$ cat src/rtl/hex_ascii_pkg.sv
// Shared ASCII constants, FSM state encoding and the nibble-to-ASCII mapping
// used by the hex word streamer.
package hex_ascii_pkg;

  localparam logic [6:0] ASC_ZERO    = 7'h30;
  localparam logic [6:0] ASC_UPPER_A = 7'h41;
  localparam logic [6:0] ASC_LOWER_A = 7'h61;
  localparam logic [6:0] ASC_X       = 7'h78;

  typedef enum logic [1:0] {IDLE, PREFIX, DIGITS} state_e;

  function automatic logic [6:0] nibble_to_ascii(input logic [3:0] nib, input logic lower);
    logic [3:0] w_ofs;
    if (nib < 4'd10) begin
      return ASC_ZERO + {3'b000, nib};
    end
    w_ofs = nib - 4'd10;
    return (lower ? ASC_LOWER_A : ASC_UPPER_A) + {3'b000, w_ofs};
  endfunction

endpackage

$ cat src/rtl/hex_nibble_ascii.sv
// Combinational converter: one hex nibble plus a case flag to a 7-bit ASCII code.
module hex_nibble_ascii
  import hex_ascii_pkg::*;
(
  input  logic [3:0] i_nibble,
  input  logic       i_lower,
  output logic [6:0] o_char
);

  assign o_char = nibble_to_ascii(i_nibble, i_lower);

endmodule

$ cat src/rtl/hex_word_ascii_streamer.sv
// Streams a NIBBLES-digit hex word as ASCII characters, MS nibble first.
// Defining HEX_PREFIX_EN prepends "0x" to every word.
module hex_word_ascii_streamer
  import hex_ascii_pkg::*;
#(
  parameter int NIBBLES = 8
) (
  input  logic                 clk,
  input  logic                 rst,
  input  logic                 in_valid,
  output logic                 in_ready,
  input  logic [4*NIBBLES-1:0] in_data,
  input  logic                 in_lower,
  output logic                 out_valid,
  input  logic                 out_ready,
  output logic [6:0]           out_char,
  output logic                 out_last,
  output logic                 busy
);

  localparam int W  = 4 * NIBBLES;
  localparam int CW = $clog2(NIBBLES + 1);

`ifdef HEX_PREFIX_EN
  localparam state_e LOAD_STATE = PREFIX;
`else
  localparam state_e LOAD_STATE = DIGITS;
`endif

  state_e          r_state, w_next;
  logic [W-1:0]    r_shift;
  logic            r_lower;
  logic [CW-1:0]   r_cnt;
  logic            w_load, w_beat, w_last_dig;
  logic [6:0]      w_dig;

  assign w_load     = in_valid && (r_state == IDLE);
  assign w_beat     = out_valid && out_ready;
  assign w_last_dig = (r_cnt == CW'(NIBBLES - 1));

  hex_nibble_ascii u_conv (
    .i_nibble (r_shift[W-1 -: 4]),
    .i_lower  (r_lower),
    .o_char   (w_dig)
  );

`ifdef HEX_PREFIX_EN
  // Selects which prefix character is on the output: 0 -> '0', 1 -> 'x'.
  logic r_pfx;

  always_ff @(posedge clk) begin
    if (rst || w_load)                          r_pfx <= 1'b0;
    else if (w_beat && (r_state == PREFIX))     r_pfx <= 1'b1;
  end
`endif

  always_ff @(posedge clk) begin
    if (rst) r_state <= IDLE;
    else     r_state <= w_next;
  end

  always_comb begin
    w_next = r_state;
    case (r_state)
      IDLE:   if (in_valid) w_next = LOAD_STATE;
`ifdef HEX_PREFIX_EN
      PREFIX: if (out_ready && r_pfx) w_next = DIGITS;
`endif
      DIGITS: if (out_ready && w_last_dig) w_next = IDLE;
      default: w_next = IDLE;
    endcase
  end

  // Counter runs up to NIBBLES on the final beat; it is cleared on the next load.
  always_ff @(posedge clk) begin
    if (rst) begin
      r_shift <= '0;
      r_lower <= 1'b0;
      r_cnt   <= '0;
    end else if (w_load) begin
      r_shift <= in_data;
      r_lower <= in_lower;
      r_cnt   <= '0;
    end else if (w_beat && (r_state == DIGITS)) begin
      r_shift <= r_shift << 4;
      r_cnt   <= r_cnt + CW'(1);
    end
  end

  always_comb begin
    out_char = 7'h00;
    case (r_state)
`ifdef HEX_PREFIX_EN
      PREFIX:  out_char = r_pfx ? ASC_X : ASC_ZERO;
`endif
      DIGITS:  out_char = w_dig;
      default: out_char = 7'h00;
    endcase
  end

  assign in_ready  = (r_state == IDLE);
  assign busy      = (r_state != IDLE);
  assign out_valid = (r_state != IDLE);
  assign out_last  = (r_state == DIGITS) && w_last_dig;

endmodule
$ cat config.mk
export PLATFORM = sky130hd
export DESIGN_NAME = hex_word_ascii_streamer
export DESIGN_NICKNAME = d
export VERILOG_FILES = /design/src/rtl/hex_ascii_pkg.sv /design/src/rtl/hex_nibble_ascii.sv /design/src/rtl/hex_word_ascii_streamer.sv
export SDC_FILE = /design/constraint.sdc
export NUM_CORES = 1
export LEC_CHECK = 0
export CORE_UTILIZATION = 40
export DETAILED_ROUTE_END_ITERATION = 12
export GPL_TIMING_DRIVEN = 0
export MAX_ROUTING_LAYER = met4
export PLACE_DENSITY = 0.73
export SYNTH_ARGS = -nofsm -noshare
export SYNTH_HDL_FRONTEND = slang
export SYNTH_HIERARCHICAL = 1
export SYNTH_SLANG_ARGS = --single-unit
$ cat constraint.sdc
create_clock -name clk -period 2.82 [get_ports clk]
set_input_delay 0.564 -clock clk [delete_from_list [all_inputs] [get_ports clk]]
set_output_delay 0.564 -clock clk [all_outputs]
set_load 0.005 [all_outputs]
==> results of run 1 <==
synth_stat cells:
master	instances	share of area
nor2b_1	2	0.0070
clkbuf_1	6	0.013
o21a_1	1	0.0042
nand2b_1	1	0.0035
a21oi_1	5	0.014
buf_4	3	0.013
inv_1	5	0.010
nor3_1	8	0.022
mux2i_1	5	0.028
nand2_2	1	0.0035
a211oi_2	1	0.0070
buf_6	4	0.025
buf_2	6	0.017
or2_1	1	0.0035
clkinv_1	1	0.0021
and2_1	8	0.028
o21ai_2	1	0.0049
nand3_1	2	0.0056
ha_1	3	0.021
inv_2	1	0.0021
o21ai_0	25	0.070
xnor2_1	2	0.0098
a31oi_1	28	0.098
nor2_1	2	0.0042
o32ai_1	1	0.0049
nand2_1	59	0.12
a31o_2	1	0.0049
dfxtp_1	38	0.43
o21ai_1	4	0.011
xor2_1	2	0.0098
or3_1	1	0.0035
cells in the final DEF (no fill, tap or decap), drive strengths merged:
cell type      instances
or3                    1
a31o                   1
nor3                   8
nor2b                  2
nor2                   2
xnor2                  2
o21ai                 30
o21a                   1
inv                    6
a211oi                 1
mux2i                  5
nand2b                 1
nand2                 60
dfxtp                 38
a31oi                 28
ha                     3
or2                    1
and2                   8
xor2                   2
clkbuf                13
clkdlybuf4s50         47
o32ai                  1
buf                   13
a21oi                  5
nand3                  2
clkinv                 1
state kept, by name, summed over array words and instances (netlist names):
signal,count
r_shift,32
r_state,1
r_lower,1
r_cnt,4
where the power goes:
group	switching, uW	leakage (uW)	internal, uW
registers	26.0	0.000313	576
logic	102	0.000545	121
clock network	176	0.0000383	170
per-layer routing:
metal  routed length [um]  part of all wire  track usage
met1                 1994              0.47       0.2721
met4                   47             0.011      0.07653
met5                    0                 0            -
met2                 2035              0.48       0.3398
met3                  180             0.042      0.03947
logic make-up after synthesis:
| logic type | count (synthesis) | synth area share |
|---|---|---|
| AND/OR/NAND/NOR | 85 | 0.2050 |
| AO/OA/AOI/OAI | 67 | 0.2190 |
| flip-flops | 38 | 0.4255 |
| buffers and inverters | 26 | 0.08187 |
| multiplexers | 5 | 0.02799 |
| XOR/XNOR | 4 | 0.01960 |
| adder cells (fa/ha/maj) | 3 | 0.02100 |
path summary, 6_finish.rpt:
kind | end | depth (start not counted) | slack [ns]
worst min register to register | r_lower | 2 | 0.46
worst max register to register | r_shift[29] | 5 | 1.57
worst max-delay path | out_char[2] | 6 | 0.20
worst min-delay path | r_lower | 2 | 0.46
worst max-delay path, stage by stage, from the launching register on:
cell,delay [ns]
dfxtp_1,0.43
inv_1,0.10
ha_1,0.33
xor2_1,0.17
a21oi_1,0.13
and2_1,0.13
clkdlybuf4s50_1,0.49
final cells by class:
class / instances / area (um^2)
fill: 427 / 1747
multi-input combinational: 164 / 880.8
sequential: 38 / 760.7
timing repair buffer: 47 / 470.5
buffer: 19 / 120.1
clock buffer: 7 / 76.32
tap: 50 / 62.56
inverter: 7 / 26.28
per-stage QoR:
stage | std cells | hold slack (ns)
2_1_floorplan | 228 | 0.4316
3_3_place_gp | 325 | 0.4451
6_report | 332 | 0.4555
4_1_cts | 332 | 0.4572
5_1_grt | 332 | 0.4826
3_5_place_dp | 325 | 0.4468
==> flow_summary.ini, run 1 <==
[outcome]
status = finished, final reports clean

[power_and_ir_drop]
leakage_uw = 0.0008960
vdd_drop_max_mv = 0.3126
p_total_uw = 1171
p_per_area_mw_per_mm2 = 488.5

[routing]
drtIter0Drc = 88
ant_nets = 0
drcViolationCount = 0
vias = 1707
avgViaCountPerCell = 5.142
wl_per_cell_um = 12.83
totalWireLength_mm = 4.259
firstDrtPassIters = 4

[clock_network]
cts_max_level = 2
postCtsHoldBufs = 0
cts.sinks = 38
clk_path_buf_depth = 2
clk_latency_ns = 0.28
cts_tree = yes
cts_setup_buffers = 0
path_clk_slew_ns = 0.07
cts-resized-gates = 0
cts-root-buf = clkbuf_8
cts_inserted_buffers = 5

[grt]
grt_pass1_wl_mm = 7.327
grt_max_degree = 11
antenna_found_initial = 0
grt-ovfl-total = 0
track_usage = 0.2145
grt_pass1_vias = 1632

[critical_path]
startpoint = r_shift[29]
critPathLaunchType = flip-flop
crit_arrival_ns = 2.06
cp-end-kind = output pin
critPathRequiredTime_ns = 2.26
timing.rr.start = r_state[1]
worstPathMaxFanout = 6
crit_type = reg -> out

[place]
place_ws_ns = 0.5086
hpwl_mm = 3.070
place_area_mm2 = 0.002321
gp_congestion = 0.7764
io_buffers = 47

[timing]
worstMarginPinSlew_ns = 0.4795
rsz0062_at_grt = no
relSlewSlack = 0.6803
timing.final.hold_violations = 0
drv_slew = 0
setup_tns_ns = 0
finalCritPeriodShare = 0.9306
post-route-min-period_ns = 2.624
fin_skew_ns = 0.005878
final.setup.worst_slack_ns = 0.1956
setup_viol = 0
fmaxAchievable_mhz = 381.0

[synthesis]
ys_warn_count = 6
synthCells = 228
ys_seq_area_frac = 0.4255
postSynthAreaPerCell_um2 = 7.842
ys_ff_latch = 38
syn_nets = 268
yosysUniqueCellTypes = 31
synth_area_mm2 = 0.001788

[run]
drv_cap = 0

[floorplanning]
die_height_um = 68.86
die_w_um = 68.86
pin_count = 48
initial_core_util = 0.4315
core_mm2 = 0.004144
rows = 23
die-area_mm2 = 0.004741

[layout]
post-route-util = 0.5785
layout-drive-gt1-share = 0.08156
antenna_cells = 0
areaGrowthSynthToFinish_pct = 34.08
final_nets = 322
final_cell_area_mm2 = 0.002397

[hold_path]
hp-class = reg -> reg
hp-start = r_lower
(Power assumes the default switching activity.)
==> run 2, diff against run 1 <==
--- a/config.mk
+++ b/config.mk
@@ -5,11 +5,11 @@
 export SDC_FILE = /design/constraint.sdc
 export NUM_CORES = 1
 export LEC_CHECK = 0
-export CORE_UTILIZATION = 40
+export CORE_UTILIZATION = 51
 export DETAILED_ROUTE_END_ITERATION = 12
 export GPL_TIMING_DRIVEN = 0
 export MAX_ROUTING_LAYER = met4
-export PLACE_DENSITY = 0.73
+export PLACE_DENSITY = 0.89
 export SYNTH_ARGS = -nofsm -noshare
 export SYNTH_HDL_FRONTEND = slang
 export SYNTH_HIERARCHICAL = 1
==> run 2 against run 1 <==
Compared with the run above: clock-buffer cell count unchanged; global-route usage increased by 3.5 points; critical path depth unchanged; sequential power about the same; via count increased by 4.0%; largest cell class unchanged; clock power decreased by 14%; hold slack improved by 0.014 ns.
==> flow_summary.ini, run 2 (synthesis gave the netlist of run 1 again) <==
[outcome]
status = finished, final reports clean

[timing]
fmaxAchievable_mhz = 374.0
worstMarginPinSlew_ns = 0.4890
finalCritPeriodShare = 0.9481
drv_slew = 0
relSlewSlack = 0.6740
setup_tns_ns = 0
setup_viol = 0
fin_skew_ns = 0.004384
timing.final.hold_violations = 0
post-route-min-period_ns = 2.674
rsz0062_at_grt = no

[grt]
grt_pass1_wl_mm = 6.782
gr-usage-met2 = 0.4224
grt-ovfl-total = 0
grt_pass1_vias = 1568
use_met3 = 0.04412
track_usage = 0.2498
use_met1 = 0.3042
antenna_found_initial = 0
busiest_layer = met2
grt_max_degree = 12

[layout]
layout-drive-gt1-share = 0.09187
antenna_cells = 0
final_common_cell = nand2_1
final_cell_area_mm2 = 0.002377
regMostFlops = r_shift
final_cell_mix = nand2_1, clkdlybuf4s50_1, dfxtp_1
fillers = 287
largest_register_ff_count = 32
areaGrowthSynthToFinish_pct = 32.96
seqCellArea_um2 = 762.0
multiInputGateArea_um2 = 880.8
final_nets = 322
fin_cells = 329
top_regs = r_shift (32), r_cnt (4)

[critical_path]
crit_type = reg -> out
crit_path_top_delay_cell = clkdlybuf4s50_1
cpLargestDelayFamily = buffers and inverters
critPathRequiredTime_ns = 2.26
crit_path_max_incr_delay_ns = 0.49
crit_chain = inv_1 -> ha_1 -> xor2_1 -> a21oi_1 -> and2_1 -> clkdlybuf4s50_1
cp-end-kind = output pin
critPathLaunchType = flip-flop
crit_arrival_ns = 2.11
path_buf_inv = 2
worstPathMaxFanout = 6

[run]
drv_cap = 0

[clock_network]
cts-resized-gates = 0
clk_latency_ns = 0.34
cts_inserted_buffers = 5
clk_path_buf_depth = 2
cts.sinks = 38
cts-root-buf = clkbuf_4
cts_setup_buffers = 0
cts_max_level = 2
cts_tree = yes
path_clk_slew_ns = 0.11
postCtsHoldBufs = 0

[routing]
totalWireLength_mm = 4.162
avgViaCountPerCell = 5.398
firstDrtPassIters = 4
drcViolationCount = 0
vias = 1776
wl_per_cell_um = 12.65
ant_nets = 0
drtIter0Drc = 139

[place]
dp.cells = 321
io_buffers = 47
place_area_mm2 = 0.002316
gp_congestion = 0.8061
hpwl_mm = 3.119

[floorplanning]
core_mm2 = 0.003337
rows = 21
die-area_mm2 = 0.003747
initial_core_util = 0.5358
pin_count = 48
die_height_um = 61.21
die_w_um = 61.21

[power_and_ir_drop]
p_per_area_mw_per_mm2 = 472.6
vdd_drop_max_mv = 0.3531
leakage_uw = 0.0008933

[hold_path]
hp-class = reg -> reg
run 2: through the flow:
stage	utilization	setup slack (ns)	hold WS, ns	total power, uW
floorplan	-	1.071	0.4316	733.3
global placement	0.6940	0.5303	0.4429	827.0
detailed placement	0.6940	0.4835	0.4607	836.2
CTS	0.7120	0.09240	0.4759	1125
global route	0.7124	0.02565	0.4945	1180
finish	0.7124	0.1463	0.4695	1123
run 2: area by class of cell:
cell class | count | share of cell area
Buffer | 19 | 0.05053
Clock buffer | 7 | 0.02316
Clock inverter | 1 | 0.002105
Inverter | 7 | 0.01105
Multi-Input combinational cell | 164 | 0.3705
Sequential cell | 38 | 0.3205
Tap cell | 46 | 0.02421
Timing Repair Buffer | 47 | 0.1979
run 2: tightest hold or removal path, stage by stage (launching register included):
cell and delay [ns]:
dfxtp_1 0.32, nand2_1 0.06, a21oi_1 0.06
run 2: routing by layer:
layer  wire length [um]  part of all wire
met1               1901              0.46
met2               2043              0.49
met3                178             0.043
met4                 38            0.0091
met5                  0                 0
run 2: report_power, final:
group	switching, uW	internal (uW)
combinational	102	121
sequential	26.1	576
clock	177	121
run 2: path summary, 6_finish.rpt:
check                    from     endpoint  slack, ns  cells past startpoint
setup / recovery  r_shift[30]  out_char[2]       0.15                      6
hold / removal        r_lower      r_lower       0.47                      2
setup reg to reg   r_state[1]     r_cnt[3]       1.55                      3
hold reg to reg       r_lower      r_lower       0.47                      2
